$ cat config.mk
export PLATFORM = sky130hd
export DESIGN_NAME = alu_ex_stage
export DESIGN_NICKNAME = d
export VERILOG_FILES = /design/src/rtl/alu_pkg.sv /design/src/rtl/alu_core.sv /design/src/rtl/alu_ex_stage.sv
export SDC_FILE = /design/constraint.sdc
export NUM_CORES = 1
export LEC_CHECK = 0
export BUFFER_PORTS_ARGS = -buffer_cell sky130_fd_sc_hd__buf_4
export CORE_MARGIN = 5
export CORE_UTILIZATION = 47
export DETAILED_ROUTE_END_ITERATION = 16
export PLACE_DENSITY = 0.75
export SYNTH_ARGS = -nofsm -noshare
export SYNTH_HDL_FRONTEND = slang
export SYNTH_HIERARCHICAL = 1
export SYNTH_SLANG_ARGS = --single-unit
$ cat constraint.sdc
create_clock -name clk -period 1.07 [get_ports clk]
set_clock_uncertainty 0.2 [all_clocks]
set_input_delay 0.0535 -clock clk [delete_from_list [all_inputs] [get_ports clk]]
set_output_delay 0.0535 -clock clk [all_outputs]
set_load 0.01 [all_outputs]
$ cat src/rtl/alu_pkg.sv
// Shared opcode/function encodings and the EX/MEM payload for the execute stage.
package alu_pkg;

    localparam int unsigned DATA_W = 32;
    localparam int unsigned REG_W  = 5;

    // Primary opcodes
    localparam logic [5:0] OP_RTYPE = 6'b000000;
    localparam logic [5:0] OP_J     = 6'b000010;
    localparam logic [5:0] OP_BEQ   = 6'b000100;
    localparam logic [5:0] OP_BNE   = 6'b000101;
    localparam logic [5:0] OP_ADDI  = 6'b001000;
    localparam logic [5:0] OP_ADDIU = 6'b001001;
    localparam logic [5:0] OP_SLTI  = 6'b001010;
    localparam logic [5:0] OP_SLTIU = 6'b001011;
    localparam logic [5:0] OP_ANDI  = 6'b001100;
    localparam logic [5:0] OP_ORI   = 6'b001101;
    localparam logic [5:0] OP_XORI  = 6'b001110;
    localparam logic [5:0] OP_LUI   = 6'b001111;
    localparam logic [5:0] OP_LW    = 6'b100011;
    localparam logic [5:0] OP_SW    = 6'b101011;

    // R-type function codes
    localparam logic [5:0] FN_SLL  = 6'b000000;
    localparam logic [5:0] FN_SRL  = 6'b000010;
    localparam logic [5:0] FN_SRA  = 6'b000011;
    localparam logic [5:0] FN_SLLV = 6'b000100;
    localparam logic [5:0] FN_SRLV = 6'b000110;
    localparam logic [5:0] FN_SRAV = 6'b000111;
    localparam logic [5:0] FN_JR   = 6'b001000;
    localparam logic [5:0] FN_ADD  = 6'b100000;
    localparam logic [5:0] FN_ADDU = 6'b100001;
    localparam logic [5:0] FN_SUB  = 6'b100010;
    localparam logic [5:0] FN_SUBU = 6'b100011;
    localparam logic [5:0] FN_AND  = 6'b100100;
    localparam logic [5:0] FN_OR   = 6'b100101;
    localparam logic [5:0] FN_XOR  = 6'b100110;
    localparam logic [5:0] FN_NOR  = 6'b100111;
    localparam logic [5:0] FN_SLT  = 6'b101010;
    localparam logic [5:0] FN_SLTU = 6'b101011;

    // Everything latched into the EX/MEM boundary
    typedef struct packed {
        logic              rw_en;
        logic [REG_W-1:0]  rw;
        logic              mem_wea;
        logic              pcwr_en;
        logic [DATA_W-1:0] address;
        logic [DATA_W-1:0] f;
        logic              overflow;
        logic              zero;
        logic              carryout;
    } ex_mem_t;

endpackage

$ cat src/rtl/alu_core.sv
// Combinational ALU: result, flags, branch/jump/memory address and control pass-through.
// Optional macro ALU_OVF_WB_SUPPRESS_EN: signed overflow on ADD/ADDI/SUB kills the writeback.
module alu_core
    import alu_pkg::*;
(
    input  logic [5:0]        i_op,
    input  logic [5:0]        i_func,
    input  logic [4:0]        i_shamt,
    input  logic [15:0]       i_imm,
    input  logic [DATA_W-1:0] i_s_imm,
    input  logic [DATA_W-1:0] i_u_imm,
    input  logic [DATA_W-1:0] i_addr,
    input  logic [DATA_W-1:0] i_a,
    input  logic [DATA_W-1:0] i_b,
    input  logic              i_rw_en,
    input  logic [REG_W-1:0]  i_rw,
    input  logic              i_mem_wea,
    input  logic              i_pcwr_en,
    output ex_mem_t           o_res_c
);

    logic              w_imm_op;
    logic [DATA_W-1:0] w_op2;
    logic [DATA_W:0]   w_sum;
    logic [DATA_W-1:0] w_diff;
    logic              w_borrow;
    logic              w_add_ovf;
    logic              w_sub_ovf;
    logic [DATA_W-1:0] w_f;
    logic [DATA_W-1:0] w_address;
    logic              w_ovf;
    logic              w_carry;
    logic              w_valid;
    logic              w_trap;
    logic              w_pc_en;
    logic              w_rw_en;

    // Second operand is the sign-extended immediate for immediate arithmetic and memory ops
    assign w_imm_op  = (i_op == OP_ADDI) || (i_op == OP_ADDIU) || (i_op == OP_LW) || (i_op == OP_SW);
    assign w_op2     = w_imm_op ? i_s_imm : i_b;
    assign w_sum     = {1'b0, i_a} + {1'b0, w_op2};
    assign w_diff    = i_a - w_op2;
    assign w_borrow  = (i_a < w_op2);
    assign w_add_ovf = (i_a[DATA_W-1] == w_op2[DATA_W-1]) && (w_sum[DATA_W-1] != i_a[DATA_W-1]);
    assign w_sub_ovf = (i_a[DATA_W-1] != w_op2[DATA_W-1]) && (w_diff[DATA_W-1] != i_a[DATA_W-1]);

    // Operation decode and result/flag selection
    always_comb begin
        w_f       = '0;
        w_address = '0;
        w_ovf     = 1'b0;
        w_carry   = 1'b0;
        w_valid   = 1'b1;
        w_trap    = 1'b0;
        w_pc_en   = i_pcwr_en;
        case (i_op)
            OP_RTYPE: begin
                case (i_func)
                    FN_ADD:  begin w_f = w_sum[DATA_W-1:0]; w_carry = w_sum[DATA_W];
                                   w_ovf = w_add_ovf; w_trap = w_add_ovf; end
                    FN_ADDU: begin w_f = w_sum[DATA_W-1:0]; w_carry = w_sum[DATA_W]; end
                    FN_SUB:  begin w_f = w_diff; w_carry = w_borrow;
                                   w_ovf = w_sub_ovf; w_trap = w_sub_ovf; end
                    FN_SUBU: begin w_f = w_diff; w_carry = w_borrow; end
                    FN_AND:  w_f = i_a & i_b;
                    FN_OR:   w_f = i_a | i_b;
                    FN_XOR:  w_f = i_a ^ i_b;
                    FN_NOR:  w_f = ~(i_a | i_b);
                    FN_SLT:  w_f = DATA_W'($signed(i_a) < $signed(i_b));
                    FN_SLTU: w_f = DATA_W'(i_a < i_b);
                    FN_SLL:  w_f = i_b << i_shamt;
                    FN_SRL:  w_f = i_b >> i_shamt;
                    FN_SRA:  w_f = DATA_W'($signed(i_b) >>> i_shamt);
                    FN_SLLV: w_f = i_b << i_a[4:0];
                    FN_SRLV: w_f = i_b >> i_a[4:0];
                    FN_SRAV: w_f = DATA_W'($signed(i_b) >>> i_a[4:0]);
                    FN_JR:   w_address = i_a;
                    default: w_valid = 1'b0;
                endcase
            end
            OP_J:     w_address = i_addr;
            OP_BEQ, OP_BNE: begin
                w_f       = w_diff;
                w_carry   = w_borrow;
                w_ovf     = w_sub_ovf;
                w_address = i_addr + (i_s_imm << 2);
                w_pc_en   = i_pcwr_en & ((i_op == OP_BEQ) ? (i_a == i_b) : (i_a != i_b));
            end
            OP_ADDI:  begin w_f = w_sum[DATA_W-1:0]; w_carry = w_sum[DATA_W];
                            w_ovf = w_add_ovf; w_trap = w_add_ovf; end
            OP_ADDIU: begin w_f = w_sum[DATA_W-1:0]; w_carry = w_sum[DATA_W]; end
            OP_SLTI:  w_f = DATA_W'($signed(i_a) < $signed(i_s_imm));
            OP_SLTIU: w_f = DATA_W'(i_a < i_s_imm);
            OP_ANDI:  w_f = i_a & i_u_imm;
            OP_ORI:   w_f = i_a | i_u_imm;
            OP_XORI:  w_f = i_a ^ i_u_imm;
            OP_LUI:   w_f = {i_imm, 16'h0000};
            OP_LW, OP_SW: begin
                w_f       = w_sum[DATA_W-1:0];
                w_address = w_sum[DATA_W-1:0];
            end
            default:  w_valid = 1'b0;
        endcase
    end

    // Writeback enable, optionally gated by a trapping overflow
    always_comb begin
        w_rw_en = i_rw_en;
`ifdef ALU_OVF_WB_SUPPRESS_EN
        if (w_trap) begin
            w_rw_en = 1'b0;
        end
`else
        if (w_trap) begin
            w_rw_en = i_rw_en;
        end
`endif
    end

    // Undefined encodings collapse to a NOP with all flags cleared
    always_comb begin
        o_res_c          = '0;
        o_res_c.rw       = i_rw;
        if (w_valid) begin
            o_res_c.rw_en    = w_rw_en;
            o_res_c.mem_wea  = i_mem_wea;
            o_res_c.pcwr_en  = w_pc_en;
            o_res_c.address  = w_address;
            o_res_c.f        = w_f;
            o_res_c.overflow = w_ovf;
            o_res_c.zero     = (w_f == '0);
            o_res_c.carryout = w_carry;
        end
    end

endmodule

$ cat src/rtl/alu_ex_stage.sv
// MIPS execute stage: ALU core plus the EX/MEM register with stall/bubble control.
// Optional macro ALU_OVF_WB_SUPPRESS_EN (see alu_core) suppresses writeback on trapping overflow.
module alu_ex_stage
    import alu_pkg::*;
(
    input  logic              clk,
    input  logic              rst_n,
    input  logic [5:0]        stall_i,
    input  logic [DATA_W-1:0] addr_i,
    input  logic [5:0]        op_i,
    input  logic [4:0]        shamt_i,
    input  logic [5:0]        func_i,
    input  logic [15:0]       imm_i,
    input  logic [DATA_W-1:0] s_imm_i,
    input  logic [DATA_W-1:0] u_imm_i,
    input  logic              rw_en_i,
    input  logic [REG_W-1:0]  rw_i,
    input  logic              mem_wea_i,
    input  logic              pcwr_en_i,
    input  logic [DATA_W-1:0] A_i,
    input  logic [DATA_W-1:0] B_i,
    output logic              rw_en_o,
    output logic [REG_W-1:0]  rw_o,
    output logic              mem_wea_o,
    output logic              pcwr_en_o,
    output logic [DATA_W-1:0] address_o,
    output logic [DATA_W-1:0] F_o,
    output logic              overflow_o,
    output logic              zero_o,
    output logic              carryout_o
);

    ex_mem_t w_next;
    ex_mem_t r_ex_mem;
    logic    w_unused_stall;

    // Only the EX and MEM stall bits matter at this boundary
    assign w_unused_stall = ^{stall_i[5:4], stall_i[1:0]};

    alu_core u_core (
        .i_op      (op_i),
        .i_func    (func_i),
        .i_shamt   (shamt_i),
        .i_imm     (imm_i),
        .i_s_imm   (s_imm_i),
        .i_u_imm   (u_imm_i),
        .i_addr    (addr_i),
        .i_a       (A_i),
        .i_b       (B_i),
        .i_rw_en   (rw_en_i),
        .i_rw      (rw_i),
        .i_mem_wea (mem_wea_i),
        .i_pcwr_en (pcwr_en_i),
        .o_res_c   (w_next)
    );

    // EX/MEM register: load when EX runs, bubble when only EX stalls, hold when MEM stalls too
    always_ff @(posedge clk or negedge rst_n) begin
        if (!rst_n) begin
            r_ex_mem <= '0;
        end else if (!stall_i[2]) begin
            r_ex_mem <= w_next;
        end else if (!stall_i[3]) begin
            r_ex_mem <= '0;
        end
    end

    assign rw_en_o    = r_ex_mem.rw_en;
    assign rw_o       = r_ex_mem.rw;
    assign mem_wea_o  = r_ex_mem.mem_wea;
    assign pcwr_en_o  = r_ex_mem.pcwr_en;
    assign address_o  = r_ex_mem.address;
    assign F_o        = r_ex_mem.f;
    assign overflow_o = r_ex_mem.overflow;
    assign zero_o     = r_ex_mem.zero;
    assign carryout_o = r_ex_mem.carryout;

endmodule

==> flow_summary.ini, run 1 <==
[clock_tree]
root_buffer = clkbuf_16
clk_path_buf_depth = 2
htreeDepth = 3
cts_buffers = 9
cts_sinks = 75

[synthesis]
avgSynthCellArea_sq_um = 7.159
syn_inst = 3234
ys_warn_count = 6
synth_top_cell_by_area = ha_1
ys.flop_type = dfrtp_1
synth_area_leaders = ha_1, dfrtp_1, a211oi_1
synthArstFlopShare = 1.000
synth_top_area_frac = 0.1578
ys_seq_elements = 75
synth_edf_count = 0
yosysSeqAreaShare = 0.08106
synth_cell_types = 97
postSynthNetCount = 3738
syn_area_sq_um = 23150

[global_route]
grt_usage = 0.6750
overflow = 3
antenna_found_initial = 18
grt_max_degree = 46

[floorplan]
start_util = 0.4740
die_w_um = 231.9
rows = 81
die_height_um = 231.9
ios = 284

[outcome]
firstError = [ERROR GRT-0232] Routing congestion too high. Check the congestion heatmap in the GUI.
failing_step = 5_1_grt
status = stopped before the end

[placement]
port-buffer-count = 279
gp_congestion = 1.216
dpl.hpwl_um = 118700
dp.cells = 5206
post-place-ws_ns = -3.760

[timing]
worst_endpoint = zero_o$_DFFE_PN0P_/D
timing.worst_endpoint.kind = sequential cell input
repair_timing:
item                       in CTS
hold buffers                    9
cloned                          2
resized for setup             257
setup buffers                  49
setup endpoints to repair     145
hold endpoints to repair       98
pin swaps                     118
cell usage after synthesis (75+ instances only):
library cell  instances
o21ai_0             152
mux2i_1             116
a22oi_1             112
ha_1                292
clkbuf_1            161
a21o_1               81
nand2_1             300
a211oi_1            159
a21oi_1             163
nand2b_1            112
a22o_1               84
dfrtp_1              75
inv_1               211
nor2_1              253
logic make-up after synthesis:
family,after synthesis,synth area share
adders and majority gates,295,0.1604
buffers and inverters,463,0.08290
DFF,75,0.08106
and+or+nand+nor,968,0.2009
muxes,135,0.06572
xor gates and xnor gates,81,0.03064
AOI/OAI and AO/OA,1217,0.3784
stage by stage:
stage	cell area, sq um	hold WS [ns]
2_1_floorplan	23890	-0.4421
3_3_place_gp	35590	-0.2765
3_5_place_dp	35590	-0.2733
4_1_cts	37600	-0.1376
per-layer routing:
layer,track usage,GRT overflow
met1,0.6955,0
met2,0.8805,2
met3,0.4596,0
met5,0.1507,0
met4,0.6407,1
==> inputs of run 2 (changes only) <==
--- a/config.mk
+++ b/config.mk
@@ -7,9 +7,9 @@
 export LEC_CHECK = 0
 export BUFFER_PORTS_ARGS = -buffer_cell sky130_fd_sc_hd__buf_4
 export CORE_MARGIN = 5
-export CORE_UTILIZATION = 47
+export CORE_UTILIZATION = 32
 export DETAILED_ROUTE_END_ITERATION = 16
-export PLACE_DENSITY = 0.75
+export PLACE_DENSITY_LB_ADDON = 0.15
 export SYNTH_ARGS = -nofsm -noshare
 export SYNTH_HDL_FRONTEND = slang
 export SYNTH_HIERARCHICAL = 1
==> flow_summary.ini, run 2 <==
[outcome]
status = finished with violations
failed_checks = hold timing, setup timing

[setup_path]
crit_family = compound AO/OA/AOI/OAI gates
crit_path_top_delay_cell = or4_4
arrival_ns = 4.43
reg2reg_to = rw_o[3]$_DFFE_PN0P_
regToRegSetupSlack_ns = 0.03
cp_max_fo = 12
reg2reg_depth = 2
reg2reg_from = rw_o[3]$_DFFE_PN0P_
endpoint_kind = flip-flop
slowest_delay_ns = 0.57
crit_required_ns = 1.18
crit_cells = 23
worstPathBufferInverterCount = 5
cp-start-kind = input port
path_cells = buf_12 > nor3b_4 > o21a_4 > buf_12 > nor2_4 > a21o_1 > ha_4 > a21o_1 > a21oi_4 > a211oi_4 > o41ai_2 > buf_4 > o31ai_4 > a221o_1 > buf_4 > buf_6 > a31oi_4 > xnor2_2 > nand2_1 > o2111ai_1 > or4_4 > nor3_2 > a22o_1
crit_type = in -> reg

[clock_tree]
cts.reportedPaths.clkPinSlew_ns = 0.07
clkLatencyLatePin_ns = 0.36
cts_tree = yes
htreeDepth = 3
hold_buffers = 9
root_buffer = clkbuf_16
cts_sinks = 75
cts_buffers = 9
clk_path_buf_depth = 2

[global_route]
grt_pass1_vias = 32510
grt_first_pass_wirelength_um = 212200
grt_usage = 0.3573
antenna_found_initial = 2
grt_max_degree = 41
overflow = 0

[routing]
vias_per_cell = 5.926
drt_iter0_drc = 3619
dr_total_vias = 33440
drcViolationCount = 0
wire_per_inst_um = 26.22
ant_nets = 0
totalWireLength_um = 147900
drt-pass1-iter-count = 8

[hold_path]
hold_path_depth = 4
hold_class = in -> reg
hp-start = addr_i[31]
min_to = address_o[31]$_DFFE_PN0P_

[placement]
port-buffer-count = 279
gp_congestion = 1.104
dpl.hpwl_um = 123200
placed_area_sq_um = 36150

[layout]
layout-drive-gt1-share = 0.4515
fin_nets = 5190
regArea_sq_um = 1877
mostFrequentLayoutCells = buf_4, nand2_1, ha_1, nor2_1, inv_1
stdcell_area_sq_um = 39980
layout_commonest_cell = buf_4
multi_input_area_sq_um = 21980
area_delta_synth_final_pct = 72.67
num-fill-cells = 6857

[synthesis]
yosysSeqAreaShare = 0.08106
ys_seq_elements = 75
synth_area_leaders = ha_1, dfrtp_1, a211oi_1
synth_top_cell_by_area = ha_1
ys_warn_count = 6
syn_area_sq_um = 23150
synth_common_cells = nand2_1, ha_1, nor2_1, inv_1, a21oi_1
ys.flop_type = dfrtp_1
syn_inst = 3234
synth_edf_count = 0
synth_cell_types = 97
postSynthNetCount = 3738
synthArstFlopShare = 1.000
synth.most_common_cell = nand2_1
avgSynthCellArea_sq_um = 7.159
synth_top_area_frac = 0.1578

[power]
power_density_nw_per_um2 = 677.9
leakage_nw = 19.09
total_power_w = 0.02710
vdd_drop_max_v = 0.0008105

[floorplan]
die_w_um = 279.0
start_util = 0.3233
die_area_sq_um = 77830
ios = 284
rows = 98
core_area_sq_um = 71610
die_height_um = 279.0

[timing]
fmax_mhz = 231.2
slew_violations = 0
setup_viol = 145
period_needed_ns = 4.325
rsz0062_at_grt = true
tightestPinTransition_ns = 0.8789
slew_headroom = 0.4119
finalWorstSetupSlack_ns = -3.255
finalHoldViolations = 19
hold_ws_ns = -0.09092
fin_crit_sh = 4.042

[run]
maxCapViolCount = 0
run 2: cell counts after synthesis:
Identical to the previous run, type by type.
run 2: layout make-up:
cell class / count / area share
diodes: 1 / 0.00006260
clock buffers: 11 / 0.005821
clock inverters: 5 / 0.001565
inverters: 215 / 0.02116
multi-input cells: 2696 / 0.5498
flip-flops and latches: 75 / 0.04695
well taps: 950 / 0.02973
repair buffers: 1689 / 0.3449
run 2: cells by family (layout without fill, tap and decap cells):
logic type	after synthesis	after routing	share of synthesized area
flops	75	75	0.08106
simple gates	968	968	0.2009
other cells	0	1	0
compound gates	1217	1217	0.3784
fa+ha+maj	295	295	0.1604
xor+xnor	81	81	0.03064
buf+inv	463	1920	0.08290
mux	135	135	0.06572
run 2: routing by layer:
layer | part of all wire | wire length [um] | global-route usage
met1 | 0.41 | 61130 | 0.4728
met2 | 0.44 | 64580 | 0.5677
met3 | 0.095 | 14030 | 0.07232
met4 | 0.055 | 8188 | 0.1519
met5 | 0.000088 | 13 | 0
run 2: worst register-to-register path: stages, from the launching register on:
cell and delay, ns:
dfrtp_1 0.40, buf_4 0.14, a22o_1 0.19
run 2: worst max-delay path by stage:
stage	start	end	slack, ns
after floorplan	op_i[3]	zero_o$_DFFE_PN0P_	-3.56
after global placement	func_i[3]	zero_o$_DFFE_PN0P_	-4.03
after detailed placement	func_i[3]	zero_o$_DFFE_PN0P_	-4.01
after CTS	op_i[5]	zero_o$_DFFE_PN0P_	-3.16
after global routing	op_i[1]	zero_o$_DFFE_PN0P_	-3.38
final	op_i[1]	zero_o$_DFFE_PN0P_	-3.26
run 2: what timing repair did:
action,CTS,global route
gates resized for setup,364,203
hold endpoints to repair,107,17
setup buffers,49,41
pin swaps,123,78
setup endpoints to repair,145,145
run 2: per-stage QoR:
step                      std cells  setup TNS [ns]    util  setup WS (ns)  hold WS (ns)
after floorplan                3234         -181.05       -         -3.557       -0.4421
after global placement         5529         -200.89  0.5048         -4.028       -0.2341
after detailed placement       5529         -202.80  0.5048         -4.008       -0.2362
after CTS                      5601         -168.48  0.5403         -3.162       -0.1208
after global routing           5641         -183.36  0.5582         -3.376      -0.06375
final                          5642         -174.28  0.5583         -3.255      -0.09092
run 2: where the power goes:
part | switching [W] | total [W] | internal (W)
Sequential | 0.000112 | 0.00309 | 0.00297
Combinational | 0.0108 | 0.0208 | 0.00993
Clock | 0.00144 | 0.00326 | 0.00182
Power figures use the tool's default switching activity.
